### config.mk
export PLATFORM = sky130hd
export DESIGN_NAME = ps2_host_tx_flat
export DESIGN_NICKNAME = d
export VERILOG_FILES = /design/src/rtl/ps2_host_tx_if.sv /design/src/rtl/ps2_host_tx.sv /design/src/flat_wrapper.sv
export SDC_FILE = /design/constraint.sdc
export NUM_CORES = 1
export LEC_CHECK = 0
export ABC_AREA = 1
export ABC_CLOCK_PERIOD_IN_PS = 1800
export CORE_UTILIZATION = 45
export CTS_BUF_LIST = sky130_fd_sc_hd__clkbuf_8
export CTS_CLUSTER_DIAMETER = 60
export DETAILED_ROUTE_END_ITERATION = 10
export PLACE_DENSITY = 0.68
export SYNTH_ARGS = -nofsm -noshare
export SYNTH_HDL_FRONTEND = slang
export SYNTH_SLANG_ARGS = --single-unit
### constraint.sdc
create_clock -name clk -period 1.8 [get_ports clk]
set_input_delay 0.36 -clock clk [delete_from_list [all_inputs] [get_ports clk]]
set_output_delay 0.36 -clock clk [all_outputs]
set_load 0.02 [all_outputs]
### src/rtl/ps2_host_tx_if.sv
// Command and pad bundle for the PS/2 host transmitter.
// slave is the transmitter; master is the command/pad side.
interface ps2_host_tx_if;
  logic [7:0] tx_data;
  logic       tx_start;
  logic       ps2_clk;
  logic       ps2_data;
  logic       ps2_clk_oe;
  logic       ps2_data_oe;
  logic       busy;
  logic       done;
  logic       ack_err;

  modport master (
    output tx_data, tx_start, ps2_clk, ps2_data,
    input  ps2_clk_oe, ps2_data_oe, busy, done, ack_err
  );

  modport slave (
    input  tx_data, tx_start, ps2_clk, ps2_data,
    output ps2_clk_oe, ps2_data_oe, busy, done, ack_err
  );
endinterface

### src/rtl/ps2_host_tx.sv
// PS/2 host-to-device byte transmitter, open-drain pull-low outputs.
// Define PS2_TX_TIMEOUT_EN to compile the device-clock watchdog.
module ps2_host_tx #(
  parameter int INHIBIT_CYCLES = 10000,
  parameter int TIMEOUT_CYCLES = 2000000
) (
  input logic          clk,
  input logic          rst,
  ps2_host_tx_if.slave bus
);

  localparam int CW = $clog2(INHIBIT_CYCLES + 1);

  typedef enum logic [2:0] {
    IDLE, INHIBIT, REQ, SEND, ACK, WAIT_IDLE
  } state_t;

  state_t        state_q, state_d;
  logic [CW-1:0] cnt_q, cnt_d;
  logic [9:0]    sh_q, sh_d;
  logic [3:0]    idx_q, idx_d;
  logic          ok_q, ok_d;
  logic [1:0]    csync_q, dsync_q, hist_q;
  logic          clk_oe_q, clk_oe_d;
  logic          data_oe_q, data_oe_d;
  logic          busy_q, busy_d;
  logic          done_q, done_d;
  logic          err_q, err_d;
  logic          clk_s, data_s, fall;

  assign clk_s  = csync_q[1];
  assign data_s = dsync_q[1];
  assign fall   = (hist_q == 2'b10);

  assign bus.ps2_clk_oe  = clk_oe_q;
  assign bus.ps2_data_oe = data_oe_q;
  assign bus.busy        = busy_q;
  assign bus.done        = done_q;
  assign bus.ack_err     = err_q;

`ifdef PS2_TX_TIMEOUT_EN
  localparam int TW = $clog2(TIMEOUT_CYCLES + 1);
  logic [TW-1:0] wd_q, wd_d;
  logic          wd_run;

  assign wd_run = state_q inside {SEND, ACK, WAIT_IDLE};

  always_ff @(posedge clk or posedge rst) begin
    if (rst) wd_q <= '0;
    else     wd_q <= wd_d;
  end
`endif

  always_ff @(posedge clk or posedge rst) begin
    if (rst) begin
      state_q   <= IDLE;
      cnt_q     <= '0;
      sh_q      <= '0;
      idx_q     <= '0;
      ok_q      <= 1'b0;
      csync_q   <= 2'b11;
      dsync_q   <= 2'b11;
      hist_q    <= 2'b11;
      clk_oe_q  <= 1'b0;
      data_oe_q <= 1'b0;
      busy_q    <= 1'b0;
      done_q    <= 1'b0;
      err_q     <= 1'b0;
    end else begin
      state_q   <= state_d;
      cnt_q     <= cnt_d;
      sh_q      <= sh_d;
      idx_q     <= idx_d;
      ok_q      <= ok_d;
      csync_q   <= {csync_q[0], bus.ps2_clk};
      dsync_q   <= {dsync_q[0], bus.ps2_data};
      hist_q    <= {hist_q[0], clk_s};
      clk_oe_q  <= clk_oe_d;
      data_oe_q <= data_oe_d;
      busy_q    <= busy_d;
      done_q    <= done_d;
      err_q     <= err_d;
    end
  end

  always_comb begin
    state_d   = state_q;
    cnt_d     = cnt_q;
    sh_d      = sh_q;
    idx_d     = idx_q;
    ok_d      = ok_q;
    data_oe_d = data_oe_q;
    done_d    = 1'b0;
    err_d     = 1'b0;
`ifdef PS2_TX_TIMEOUT_EN
    wd_d      = wd_q;
`endif

    unique case (state_q)
      IDLE: begin
        // busy_q still high here means a result pulse is on the wire
        if (bus.tx_start && !busy_q) begin
          state_d = INHIBIT;
          cnt_d   = '0;
          sh_d    = {1'b1, ~^bus.tx_data, bus.tx_data};
        end
      end
      INHIBIT: begin
        if (cnt_q == CW'(INHIBIT_CYCLES - 1)) state_d = REQ;
        else cnt_d = cnt_q + 1'b1;
      end
      REQ: begin
        state_d = SEND;
        idx_d   = '0;
      end
      SEND: begin
        if (fall) begin
          data_oe_d = ~sh_q[0];
          sh_d      = {1'b0, sh_q[9:1]};
          idx_d     = idx_q + 1'b1;
          if (idx_q == 4'd9) state_d = ACK;
        end
      end
      ACK: begin
        if (fall) begin
          ok_d    = ~data_s;
          state_d = WAIT_IDLE;
        end
      end
      WAIT_IDLE: begin
        if (clk_s && data_s) begin
          state_d = IDLE;
          done_d  = ok_q;
          err_d   = ~ok_q;
        end
      end
      default: state_d = IDLE;
    endcase

`ifdef PS2_TX_TIMEOUT_EN
    if (state_q == REQ) wd_d = '0;
    if (wd_run) begin
      if (fall) begin
        wd_d = '0;
      end else if (wd_q == TW'(TIMEOUT_CYCLES)) begin
        state_d = IDLE;
        done_d  = 1'b0;
        err_d   = 1'b1;
        wd_d    = '0;
      end else begin
        wd_d = wd_q + 1'b1;
      end
    end
`endif

    // Pad drives follow the state being entered, so they stay registered
    clk_oe_d = (state_d == INHIBIT) || (state_d == REQ);
    if (state_d == REQ) data_oe_d = 1'b1;
    else if (state_d inside {IDLE, INHIBIT, WAIT_IDLE}) data_oe_d = 1'b0;
    busy_d = (state_d != IDLE) || done_d || err_d;
  end

endmodule

### src/flat_wrapper.sv
// flat-port wrapper written by rule: the top's interface ports become plain ports
module ps2_host_tx_flat 
#(
  parameter int INHIBIT_CYCLES = 10000,
  parameter int TIMEOUT_CYCLES = 2000000
)
  (clk, rst, bus_tx_data, bus_tx_start, bus_ps2_clk, bus_ps2_data, bus_ps2_clk_oe, bus_ps2_data_oe, bus_busy, bus_done, bus_ack_err);
  ps2_host_tx_if bus_i ();
  input logic clk;
  input logic rst;
  input wire logic [$bits(bus_i.tx_data)-1:0] bus_tx_data;
  input wire logic [$bits(bus_i.tx_start)-1:0] bus_tx_start;
  input wire logic [$bits(bus_i.ps2_clk)-1:0] bus_ps2_clk;
  input wire logic [$bits(bus_i.ps2_data)-1:0] bus_ps2_data;
  output wire logic [$bits(bus_i.ps2_clk_oe)-1:0] bus_ps2_clk_oe;
  output wire logic [$bits(bus_i.ps2_data_oe)-1:0] bus_ps2_data_oe;
  output wire logic [$bits(bus_i.busy)-1:0] bus_busy;
  output wire logic [$bits(bus_i.done)-1:0] bus_done;
  output wire logic [$bits(bus_i.ack_err)-1:0] bus_ack_err;
  assign bus_i.tx_data = bus_tx_data;
  assign bus_i.tx_start = bus_tx_start;
  assign bus_i.ps2_clk = bus_ps2_clk;
  assign bus_i.ps2_data = bus_ps2_data;
  assign bus_ps2_clk_oe = bus_i.ps2_clk_oe;
  assign bus_ps2_data_oe = bus_i.ps2_data_oe;
  assign bus_busy = bus_i.busy;
  assign bus_done = bus_i.done;
  assign bus_ack_err = bus_i.ack_err;
  ps2_host_tx #(.INHIBIT_CYCLES(INHIBIT_CYCLES), .TIMEOUT_CYCLES(TIMEOUT_CYCLES)) u_core (.clk(clk), .rst(rst), .bus(bus_i));
endmodule
## Word level (Yosys, flattened, before mapping)

Cells that the tools add are included.
W data, S select, Z words.

| cells by class | value |
|---|---|
| reduce and logical (&&, ||, !) cells | 21 |
| multiplexer cells | 23 |
| bitwise logic cells | 3 |
| equality and inequality tests | 14 |
| add/subtract/negate cells | 2 |

Operators by type and width:

| operator | count |
|---|---|
| $mux W14 | 2 |
| $pmux W14 S2 | 1 |
| $mux W10 | 2 |
| $pmux W10 S2 | 1 |
| $mux W3 | 6 |
| $pmux W3 S6 | 1 |
| $add A14 B1 Y14 const B | 1 |
| $eq A14 B14 Y1 const B | 1 |
| $reduce_bool A3 Y1 | 4 |
| $eq A3 B2 Y1 const B | 3 |
| $eq A3 B3 Y1 const B | 3 |
| $mux W1 | 8 |
| $pmux W4 S2 | 1 |
| $reduce_xnor A8 Y1 | 1 |
| $eq A3 B1 Y1 const B | 2 |
| $logic_not A3 Y1 | 2 |
| $reduce_and A2 Y1 | 3 |
| $reduce_and A3 Y1 | 2 |
| $reduce_bool A2 Y1 | 3 |
| $add A4 B1 Y4 const B | 1 |
| $eq A4 B4 Y1 const B | 1 |
| $mux W4 | 1 |
| $ne A2 B1 Y1 const B | 2 |
| $logic_or A1 B1 Y1 | 3 |
| 5 further kinds | 8 |

| storage, ports and cells | value |
|---|---|
| bits in registers | 43 |
| logic and storage cells | 76 |
| output and inout bits | 5 |

## Longest topological paths before layout

| logic depth | value |
|---|---|
| word-level depth | 8 |
| mapped depth | 13 |
| mapped depth without buffers | 13 |

## Worst setup path before layout

No wires, ideal clock.

| timing | value |
|---|---|
| path type | flip-flop to flip-flop |
| start | register u_core.cnt_q[0] |
| end | register u_core.cnt_q[10] |
| path buffers | 1 |
| library setup time | 122 ps |
| slack | 143 ps |
| required time | 1678 ps |
| stages on the path, launching flop included | 12 |
| arrival time | 1535 ps |
| cell sequence | dfrtp_1 ha_1 nand2_1 nor2_2 inv_2 nor2_4 nand3_2 nand2_4 inv_2 buf_6 nand4_1 o21ai_1 |

| on the way | value |
|---|---|
| cells in the longest elaborated chain, start to end | 3 |
| elaborated cells on any way between the ends | 6 |
| those cells by class | 1 x add/sub; 2 x eq/ne; 2 x mux; 1 x reduce/logical |

Ends and longest elaborated chain:

| item | line | text |
|---|---|---|
| from (decl) | ps2_host_tx.sv:19 | `logic [CW-1:0] cnt_q, cnt_d;` |
| from (signal assigned) | ps2_host_tx.sv:71 | `cnt_q <= cnt_d;` |
| $add A14 B1 Y14 / $eq A14 B14 Y1 (equally long branches) | ps2_host_tx.sv:110, ps2_host_tx.sv:109 |  |
| $mux W14 / $ne A2 B2 Y1 (equally long branches) | - |  |
| $pmux W14 S2 / $reduce_and A3 Y1 (equally long branches) | - |  |

Several ways; a longest one is shown, not always the timed one. The select of a mux whose other input is x is not followed.
A chain may end at the register's enable or synchronous reset.

## Worst setup path in the final report

| timing | value |
|---|---|
| start | register u_core.cnt_q[1] |
| end | register u_core.data_oe_q (netlist: u_core.bus.ps2_data_oe) |

| on the way | value |
|---|---|
| cells in the longest elaborated chain, start to end | 7 |
| elaborated cells on any way between the ends | 13 |
| those cells by class | 4 x eq/ne; 4 x mux; 5 x reduce/logical |

Ends and longest elaborated chain:

| item | line | text |
|---|---|---|
| $eq A14 B14 Y1 (*) | ps2_host_tx.sv:109 | `if (cnt_q == CW'(INHIBIT_CYCLES - 1)) state_d = REQ;` |
| $mux W3 (*) | ps2_host_tx.sv:109 |  |
| $pmux W3 S6 (*) | ps2_host_tx.sv:99 | `unique case (state_q)` |
| $eq A3 B1 Y1 (tied with other cells) | ps2_host_tx.sv:159 | `else if (state_d inside {IDLE, INHIBIT, WAIT_IDLE}) data_oe_d = 1'b0;` |
| $reduce_bool A3 Y1 | ps2_host_tx.sv:159 |  |
| $reduce_bool A3 Y1 (no line) / $mux W1 (equally long branches) | - |  |
| $reduce_and A2 Y1 (no line) / $mux W1 (equally long branches) | - |  |
| to (signal assigned) | ps2_host_tx.sv:79 | `data_oe_q <= data_oe_d;` |
| to (decl) | ps2_host_tx.sv:25 | `logic data_oe_q, data_oe_d;` |

Mark *: on every way between the ends. The rest lies on a longest branch, timed or not.

==> results.yml <==
status:
  status: "completed"
sta:
  tightest_slew_ns: 0.5007
  fin_crit_ns: 1.669
  clock_skew_ns: 0.006530
  drv_slew: 0
  setup_viol: 0
  setup_ws_ns: 0.1308
  max_freq_mhz: 599.1
  whs_ns: 0.3677
  fin_crit_sh_pct: 92.74
  finalHoldViolCount: 0
  max_slew_margin_pct: 66.36
clock_tree:
  cts_sinks: 43
  clk_pin_slew_ns: 0.08
  cts_buffers: 5
  cts_max_level: 2
  clock_path_buffers: 2
  cts_tree: "done"
  clk_latency_ns: 0.30
  clockRootBuffer: "clkbuf_8"
synthesis:
  ys_types: 35
  syn_area_um2: 2275
  synth_top_area_share_pct: 40.70
  yosysWarnings: 0
  syn_nets: 291
  yosys_register_bits: 43
  synth_top_area_cell: "dfrtp_1"
  synth_area_leaders: "dfrtp_1 41%, nand2_1 10%, dfstp_2 6.9%"
  synth_cells: 275
  postSynthAreaPerCell_um2: 8.272
  synth_seq_area_share_pct: 47.63
power:
  ir_drop_mv: 0.3135
  p_int_mw: 1.297
  leakage_nw: 1.254
  power_density_nw_per_um2: 630.2
  p_sw_share_pct: 23.48
  combPwrFrac_pct: 5.8
  p_total_mw: 1.695
  p_clk_share_pct: 36.3
  seqPwrFrac_pct: 57.8
  power.switching_mw: 0.3980
finish:
  diodes: 0
  nets: 323
  fin_cells: 375
  drive_gt1_share_pct: 14.94
  fill_cells: 418
  mostFrequentLayoutCells: "62 x nand2_1, 37 x dfrtp_1, 32 x inv_1"
  post-route-util_pct: 56.21
  area_growth_pct: 18.26
  layout_commonest_cell: "nand2_1"
critical_path:
  crit_path_max_fanout: 7
  path_delay_family: "simple AND/OR/NAND/NOR gates"
  cp_num_buf_inv: 1
  crit_chain: "ha_1 > nand2_1 > nor2_2 > inv_2 > nor2_4 > nand2_1 > nand2_4 > nand2_1 > nor2_1 > nand2_1 > nand3_1 > nand2_1"
  cpMostUsedCell: "nand2_1"
  end_kind: "flip-flop"
  required_ns: 2.00
  cp.arrival_ns: 1.87
  critical_path.startpoint_type: "flip-flop"
  cp_slowest_cell: "dfrtp_1"
  max_stage_delay_ns: 0.38
  critical_path_class: "reg -> reg"
detailed_routing:
  dr.pass1.iters: 4
  drc: 0
  wire_per_inst_um: 11.48
  drt-initial-drc-count: 125
  routed_wl_mm: 4.304
  drtAntennaViolNets: 0
  vias: 1857
  viasPerCell: 4.952
die:
  die_w_um: 73.10
  start_util_pct: 47.53
  row_count: 25
  core_area_um2: 4786
  die_area_um2: 5343
  top_level_ports: 18
  die_height_um: 73.10
placement:
  dp.cells: 364
  gp_congestion: 0.8822
  port_buffers: 17
  place_ws_ns: 0.01228
  dp_hpwl_mm: 3.232
global_routing:
  grt_max_degree: 44
  grt_pass1_vias: 1730
  grt_overflow: 0
  grt_first_pass_wirelength_mm: 7.617
  antenna_found_initial: 0
  track_usage_pct: 18.64
worst_hold_path:
  min_path_type: "reg -> reg"
flow_run:
  drv_cap: 0
-- power by group through the flow --
stage	combinational [mW]	clock [mW]	sequential, mW
CTS	0.102	0.630	0.981
detailed placement	0.102	0	1.00
global placement	0.0999	0	0.999
finish	0.0988	0.616	0.981
floorplan	0.0540	0	0.998
global route	0.112	0.660	0.982
-- synthesized netlist by cell type, drive strengths merged --
cell	n
nand4	10
nor3	7
nor3b	1
dfstp	6
nand3	22
o21ai	17
nand2	66
xor2	5
a21oi	8
ha	3
buf	3
o311ai	1
xnor2	5
nand3b	1
o211ai	2
inv	39
dfrtp	37
nor2	30
a31oi	5
nor4	1
o32ai	1
o22ai	3
or2	1
a31o	1
-- path summary, 6_finish.rpt --
path,from,to,slack [ns],cells after the start
min,u_core.hist_q[0],u_core.hist_q[1],0.37,0
min reg2reg,u_core.hist_q[0],u_core.hist_q[1],0.37,0
max,u_core.cnt_q[1],u_core.bus.ps2_data_oe,0.13,12
min in group asynchronous,rst,u_core.cnt_q[6],0.38,3
max reg2reg,u_core.cnt_q[1],u_core.bus.ps2_data_oe,0.13,12
max in group asynchronous,rst,u_core.hist_q[1],1.14,3
-- timing repair --
action,in CTS,in global routing
hold buffers,0,0
buffers inserted,0,3
gates resized for setup,0,1
setup endpoints to repair,0,2
-- stage by stage --
stage	TNS (ns)	cell area, um^2
after global placement	0	2574
final	0	2690
after CTS	0	2663
after global routing	-0.01542	2690
after floorplan	0	2275
after detailed placement	0	2574
-- registers in the layout (all words and copies together), names as in the netlist, 2 cells and up --
name / cells
u_core.cnt_q: 14
u_core.csync_q: 2
u_core.dsync_q: 2
u_core.hist_q: 2
u_core.idx_q: 4
u_core.sh_q: 10
u_core.state_q: 3
-- area by class of cell --
cell class / instances / area (um^2) / share of cell area (%)
clock buffers: 5 / 68.82 / 2.558
repair buffers: 28 / 265.3 / 9.860
flip-flops and latches: 43 / 1084 / 40.28
multi-input cells: 190 / 1020 / 37.91
clock inverters: 3 / 20.02 / 0.7442
inverters: 39 / 148.9 / 5.535
well taps: 67 / 83.83 / 3.116
-- metal layers --
layer / GRT usage, % / vias to the layer above / share of wire (%)
met5: 0 / - / 0
met4: 5.882 / 0 / 1.3
met3: 4.558 / 5 / 3.4
met2: 29.84 / 40 / 45
met1: 24.85 / 841 / 50
li1: - / 971 / -
-- kinds of logic after synthesis --
group / after synthesis / share of synthesized area, %
AND/OR/NAND/NOR: 139 / 29.43
flip-flops: 43 / 47.63
buffers and inverters: 42 / 7.756
AO/OA/AOI/OAI: 38 / 9.681
XOR/XNOR: 10 / 3.850
adder cells (fa/ha/maj): 3 / 1.650
(Power assumes the default switching activity.)
